--- src/rtl/scan_display.sv ---
// ---------------------------------------------------------------------------
// scan_display
//   Time-multiplexed 7-segment scanner. A scan index steps through the digits
//   once per enable tick. The BCD input is copied into a shadow register only
//   when the index wraps, so each frame always shows one consistent value.
//   All outputs are registered. They show the index and shadow value held in
//   the previous cycle.
//
// Parameters
//   NUM_DIGITS       number of multiplexed digits (2..8)
//
// Ports
//   clk              single clock, rising edge
//   reset            synchronous, active-high
//   enable7segmentos one-cycle scan tick from the upstream divider
//   digits_bcd       BCD digits, [3:0] = digit 0 (least significant)
//   colon_on         light the colon decimal points (even, nonzero indices)
//   an_n             active-low one-hot digit select, bit i = digit i
//   seg_n            active-low segments {g,f,e,d,c,b,a}
//   dp_n             active-low decimal point
//   frame_start      one-cycle pulse in the cycle after the index wraps to 0
//
// Build option
//   SCAN_DISPLAY_LEADING_ZERO_BLANK_EN  when defined, the most significant
//   digit is blanked (anodes off, segments off) if its shadow nibble is 0.
// ---------------------------------------------------------------------------
module scan_display #(
    parameter int unsigned NUM_DIGITS = 6
) (
    input  logic                    clk,
    input  logic                    reset,
    input  logic                    enable7segmentos,
    input  logic [4*NUM_DIGITS-1:0] digits_bcd,
    input  logic                    colon_on,
    output logic [NUM_DIGITS-1:0]   an_n,
    output logic [6:0]              seg_n,
    output logic                    dp_n,
    output logic                    frame_start
);

    localparam int unsigned IW = (NUM_DIGITS > 1) ? $clog2(NUM_DIGITS) : 1;
    localparam logic [IW-1:0] LAST = IW'(NUM_DIGITS - 1);

    // ST_BLANK: no tick seen since reset, so every digit stays dark.
    typedef enum logic {
        ST_BLANK,
        ST_SCAN
    } state_t;

    state_t                  state, state_nx;
    logic [IW-1:0]           idx, idx_nx;
    logic [4*NUM_DIGITS-1:0] shadow, shadow_nx;
    logic                    wrap;
    logic [3:0]              nib;
    logic                    blank_msd;
    logic [NUM_DIGITS-1:0]   an_nx;
    logic [6:0]              seg_nx;
    logic                    dp_nx;

    function automatic logic [6:0] seg_decode(input logic [3:0] v);
        logic [6:0] s;
        case (v)
            4'd0:    s = 7'b1000000;
            4'd1:    s = 7'b1111001;
            4'd2:    s = 7'b0100100;
            4'd3:    s = 7'b0110000;
            4'd4:    s = 7'b0011001;
            4'd5:    s = 7'b0010010;
            4'd6:    s = 7'b0000010;
            4'd7:    s = 7'b1111000;
            4'd8:    s = 7'b0000000;
            4'd9:    s = 7'b0010000;
            default: s = 7'b0111111;   // non-BCD shows a dash
        endcase
        return s;
    endfunction

    always_comb begin
        state_nx  = state;
        idx_nx    = idx;
        shadow_nx = shadow;
        wrap      = enable7segmentos && (idx == LAST);

        if (enable7segmentos) begin
            state_nx = ST_SCAN;
            idx_nx   = wrap ? '0 : idx + 1'b1;
            if (wrap) begin
                shadow_nx = digits_bcd;
            end
        end

        // Constant-index mux keeps the nibble select free of width games.
        nib = '0;
        for (int unsigned i = 0; i < NUM_DIGITS; i++) begin
            if (idx == IW'(i)) begin
                nib = shadow[4*i +: 4];
            end
        end

`ifdef SCAN_DISPLAY_LEADING_ZERO_BLANK_EN
        blank_msd = (idx == LAST) && (nib == 4'd0);
`else
        blank_msd = 1'b0;
`endif

        an_nx  = '1;
        seg_nx = '1;
        dp_nx  = 1'b1;
        if (state == ST_SCAN) begin
            for (int unsigned i = 0; i < NUM_DIGITS; i++) begin
                an_nx[i] = (idx != IW'(i));
            end
            seg_nx = seg_decode(nib);
            dp_nx  = !(colon_on && !idx[0] && (idx != '0));
            if (blank_msd) begin
                an_nx  = '1;
                seg_nx = '1;
            end
        end
    end

    always_ff @(posedge clk) begin
        if (reset) begin
            state       <= ST_BLANK;
            idx         <= '0;
            shadow      <= '0;
            an_n        <= '1;
            seg_n       <= '1;
            dp_n        <= 1'b1;
            frame_start <= 1'b0;
        end else begin
            state       <= state_nx;
            idx         <= idx_nx;
            shadow      <= shadow_nx;
            an_n        <= an_nx;
            seg_n       <= seg_nx;
            dp_n        <= dp_nx;
            frame_start <= wrap;
        end
    end

endmodule
--- config.mk ---
export PLATFORM = sky130hd
export DESIGN_NAME = scan_display
export DESIGN_NICKNAME = d
export VERILOG_FILES = /design/src/rtl/scan_display.sv
export SDC_FILE = /design/constraint.sdc
export NUM_CORES = 1
export LEC_CHECK = 0
export ABC_AREA = 1
export CAP_MARGIN = 20
export CORE_MARGIN = 2
export CORE_UTILIZATION = 56
export CTS_CLUSTER_DIAMETER = 40
export DETAILED_ROUTE_END_ITERATION = 8
export PLACE_DENSITY_LB_ADDON = 0.2
export SETUP_SLACK_MARGIN = 0.1
export SKIP_LAST_GASP = 1
export SLEW_MARGIN = 0
export SYNTH_ARGS = -nofsm -noshare
export SYNTH_HDL_FRONTEND = slang
export SYNTH_SLANG_ARGS = --single-unit
--- constraint.sdc ---
create_clock -name clk -period 4.1 [get_ports clk]
set_clock_uncertainty 0.1 [all_clocks]
set_input_delay 0.615 -clock clk [delete_from_list [all_inputs] [get_ports clk]]
set_output_delay 0.615 -clock clk [all_outputs]
set_load 0.01 [all_outputs]
## Yosys cells after proc, flatten, opt, wreduce, memory -nomap -nowiden

Memory sizes are Yosys's and may differ from the RTL's. A register that Yosys moved wholly into a read port is not among the register bits.
Index checks and enable logic that the tools add are counted.

| cells by class | value |
|---|---|
| add/subtract/negate cells | 1 |
| $mul | 0 |
| div/mod/pow operators | 0 |
| magnitude comparators | 0 |
| equal/unequal tests | 10 |
| shift operators | 0 |
| muxes and demuxes | 7 |
| bitwise logic cells | 1 |
| reductions and logical operators | 9 |

Operators with widths:

| cell | number |
|---|---|
| 2-to-1 mux 4 bit | 6 |
| equality test 3 x 2 -> 1 bit, second input constant | 2 |
| equality test 3 bit, second input constant | 2 |
| != test 3 x 2 -> 1 bit, second input constant | 2 |
| != test 3 bit, second input constant | 2 |
| adder 3 x 1 -> 3 bit, second input constant | 1 |
| equality test 3 x 1 -> 1 bit, second input constant | 1 |
| logical AND 1 bit | 3 |
| logical NOT 3 bit | 1 |
| 2-to-1 mux 3 bit | 1 |
| != test 3 x 1 -> 1 bit, second input constant | 1 |
| nonzero test 3 bit | 1 |
| logical NOT 1 bit | 2 |
| AND reduction 2 bit | 1 |
| OR reduction 2 bit | 1 |
| inverter 1 bit | 1 |

| storage, ports and cells | value |
|---|---|
| flip-flop bits (word level) | 36 |
| bits in latches | 0 |
| bits in writable memories | 0 |
| memory bits (read-only) | 112 |
| bits of input ports | 28 |
| output and inout port bits | 15 |
| logic and storage cells | 35 |
| memories | 1 |

Memories:

| name | words | bits a word | rd ports | clocked after Yosys merged registers in | write ports | line | text |
|---|---|---|---|---|---|---|---|
| (no name shown) | 16 | 7 | 1 | 1 | 0 | 62 | `case (v)` |

## Longest topological paths before layout

| logic depth | value |
|---|---|
| depth in word-level cells | 7 |
| depth in mapped cells | 16 |
| mapped depth without buffers | 16 |

## Least setup slack after synthesis

OpenSTA, ideal clock, no wires.

| timing path | value |
|---|---|
| path kind | register to register |
| start | reg idx[1] |
| end | reg seg_n[0] |
| library setup time | 0.118 ns |
| data arrival time | 1.792 ns |
| data required time | 3.882 ns |
| setup slack | 2.090 ns |
| cell stages (with the launch flop) | 14 |
| path buffers | 1 |
| period minus slack after synthesis | 2.010 ns |
| cell sequence | dfxtp_1 > inv_1 > ha_1 > nand2_4 > clkinv_2 > buf_6 > a21oi_2 > a21oi_2 > inv_1 > ha_1 > inv_1 > nand3_1 > nand3_1 > nand3_2 |

| between the ends | value |
|---|---|
| cells in the longest elaborated chain, start to end | 7 |
| elaborated cells between the ends (all ways) | 12 |
| those cells by class | 5 x eq/ne; 6 x mux; 1 x reduce/logical |

RTL lines:

| element | line | text |
|---|---|---|
| from (decl) | 51 | `logic [IW-1:0] idx, idx_nx;` |
| from (signal assigned) | 133 | `idx <= idx_nx;` |
| logical NOT 3 bit | 95 | `if (idx == IW'(i)) begin` |
| 2-to-1 mux 4 bit (5 in a row) | 95 |  |
| 2-to-1 mux 4 bit (*) | 95 |  |
| to (decl) | 36 | `output logic [6:0] seg_n,` |

Every way passes the cells marked *; elsewhere a longest branch is shown, timed or not.
A chain may end at the register's enable or synchronous reset.

## Worst setup path after layout

| timing path | value |
|---|---|
| start | reg idx[2] |
| end | reg seg_n[0] |

Same word-level chain as after synthesis.

==> impl_metrics.toml <==
[outcome]
outcome = "complete, no violations"

[power]
swShare = 0.253
leakage_nw = 1.11
power_frac_clock = 0.330
power_density_nw_per_um2 = 317
power.share.combinational = 0.173
seqPwrFrac = 0.497
irDropWorstVdd_v = 0.000226
p_int_uw = 651
switching_power_uw = 220

[grt]
grt_first_pass_wirelength_mm = 6.73
antenna_found_initial = 0
grt_max_degree = 45
grt_pass1_vias = 1527
grt_usage = 0.197
gr-total-overflow = 0

[sta]
final.setup.tns_ns = 0
finalMaxSlewViolations = 0
max_slew.worst_pin.slew_ns = 0.929
timing.final.crit_share = 0.603
period_needed_ns = 2.47
fmax_ghz = 0.405
hold_violations = 0
setup_viol = 0
max_slew_margin = 0.378
rsz0062_at_grt = "false"

[finish]
utilization = 0.701
n_antenna_cell = 0
multiInputGateArea_um2 = 1110
syn_to_final_growth_pct = 22.3
nets = 341
nFillCells = 333
drive_gt1_frac = 0.214
seq_area_um2 = 861

[setup_path]
critical-path-max-stage-delay_ns = 0.68
worst_setup_path_start_kind = "register"
r2r_slack_ns = 1.63
crit_type = "reg -> reg"
cp_slowest_cell = "dfxtp_1"
cp_top_family = "flip-flops"
arrival_ns = 2.53
cp_num_buf_inv = 5
crit_path_end_kind = "register"
r2r-start = "idx[2]"
cp_max_fo = 8
cpMostUsedCell = "inv_1"
r2r-end = "seg_n[0]"
cp_cell_sequence = "inv_6, ha_1, inv_1, o21ai_0, inv_1, nand2_1, a21oi_2, inv_1, ha_1, inv_1, nand3_1, nand3_1, nand3_2"
crit_required_ns = 4.15
r2r_cells = 13
cp.depth = 13
worstSetupEndpoint = "seg_n[0]"
crit_start = "idx[2]"

[clock_tree]
clockBufferDepth = 2
path_clk_slew_ns = 0.07
clock_sinks = 43
cts_tree = "built"
cts_inserted_buffers = 5
cts_max_level = 2
root_buffer = "clkbuf_8"
cts_resized = 0
postCtsSetupBuffers = 0
ctsHoldBuffers = 0
clk_latency_ns = 0.29

[drt]
vias = 1733
routedWlPerCell_um = 11.3
ant_nets = 0
drtPass1Iterations = 4
drtIter0Drc = 122
totalWireLength_mm = 4.01
routed_via_density = 4.90
drc_errors = 0

[yosys]
async_flop_share = 0
yosys.area.top_type_share = 0.384
synth-seq-cells = 43
synthTopCellsByCount = "dfxtp_1, inv_1, nand2_1"
ys_seq_area_frac = 0.384
synth_cell_types = 30
synth.area.top_cells = "dfxtp_1, a211oi_2, inv_1"
synth_fp_nets = 302
synthCells = 264
ys_warn_count = 0
synth-edff-count = 0
synth_most_common_cell = "dfxtp_1"
yosys_most_used_dff = "dfxtp_1"
syn_area_um2 = 2240
syn_area_per_cell_um2 = 8.50
yosysTopAreaCell = "dfxtp_1"

[die]
pin_count = 43
start_util = 0.574
die_area_um2 = 4530
rows = 23
fp.dieH_um = 67.3
die_w_um = 67.3
core_um2 = 3910

[placement]
routabilityCongestion = 0.826
io_buffers = 42
hpwl_mm = 2.97

[run]
max_cap_viol_count = 0

[min_path]
hold_class = "reg -> reg"
## routing by layer
| metal | vias to the layer above | global-route usage | share of wire |
|---|---|---|---|
| met5 | - | 0 | 0 |
| met4 | 0 | 0.0612 | 0.0090 |
| met3 | 4 | 0.0600 | 0.048 |
| met2 | 51 | 0.332 | 0.49 |
| met1 | 761 | 0.242 | 0.45 |
| li1 | 917 | - | - |
## stage by stage
| step | setup WS [ns] | power [mW] | area [µm²] | hold slack [ns] | cells |
|---|---|---|---|---|---|
| 2_1_floorplan | 2.09 | 0.539 | 2240 | 0.336 | 264 |
| 3_3_place_gp | 1.53 | 0.591 | 2650 | 0.354 | 346 |
| 3_5_place_dp | 1.47 | 0.594 | 2650 | 0.357 | 346 |
| 4_1_cts | 1.64 | 0.877 | 2750 | 0.368 | 354 |
| 5_1_grt | 1.35 | 0.914 | 2750 | 0.390 | 354 |
| 6_report | 1.63 | 0.871 | 2750 | 0.365 | 354 |
## cell type report
| cell class | count | share of cell area |
|---|---|---|
| clock buffer | 8 | 0.0365 |
| inverter | 47 | 0.0665 |
| multi-input combinational | 163 | 0.405 |
| sequential | 43 | 0.314 |
| tap | 50 | 0.0228 |
| timing repair buffer | 43 | 0.156 |
## power groups by stage
stage / combinational, mW / clock (mW) / sequential (mW)
3_5_place_dp: 0.151 / 0 / 0.443
3_3_place_gp: 0.148 / 0 / 0.442
4_1_cts: 0.152 / 0.292 / 0.433
6_report: 0.151 / 0.287 / 0.433
5_1_grt: 0.168 / 0.311 / 0.434
2_1_floorplan: 0.0948 / 0 / 0.444
## flip-flops by register name, indices dropped and copies added (netlist names)
name	count
shadow	24
state	1
an_n	6
frame_start	1
idx	3
dp_n	1
seg_n	7
## layout by cell type, fill, tap and decap left out, types with 9 or more instances in the layout
cell,netlist,layout
dfxtp_1,43,43
a21oi_1,13,13
nand2_2,9,9
inv_1,41,41
nand3_1,18,18
clkdlybuf4s50_1,0,42
nor2_1,26,26
ha_1,10,10
nand2_1,34,34
a211oi_2,18,18
## worst reg2reg max path: cells and delay by family (launching register included)
kind / cells / cell delay [ns]
adders and majority gates: 2 / 0.47
DFF: 1 / 0.68
and+or+nand+nor: 4 / 0.32
buffers and inverters: 5 / 0.43
AOI/OAI and AO/OA: 2 / 0.33
## cell families (layout without fill, tap and decap cells)
family | Yosys count | count (layout) | synth area share
simple gates | 106 | 106 | 0.249
compound gates | 47 | 47 | 0.190
buf+inv | 58 | 98 | 0.122
flops | 43 | 43 | 0.384
fa+ha+maj | 10 | 10 | 0.0557
## how the worst min path moves through the flow
stage | to | slack [ns] | from | cells after the start
2_1_floorplan | state | 0.34 | state | 2
3_3_place_gp | shadow[8] | 0.35 | shadow[8] | 2
3_5_place_dp | shadow[6] | 0.36 | shadow[6] | 2
4_1_cts | shadow[6] | 0.37 | shadow[6] | 2
5_1_grt | shadow[1] | 0.39 | shadow[1] | 2
6_report | state | 0.36 | state | 2
No activity file was read; power rests on OpenSTA's default activity.
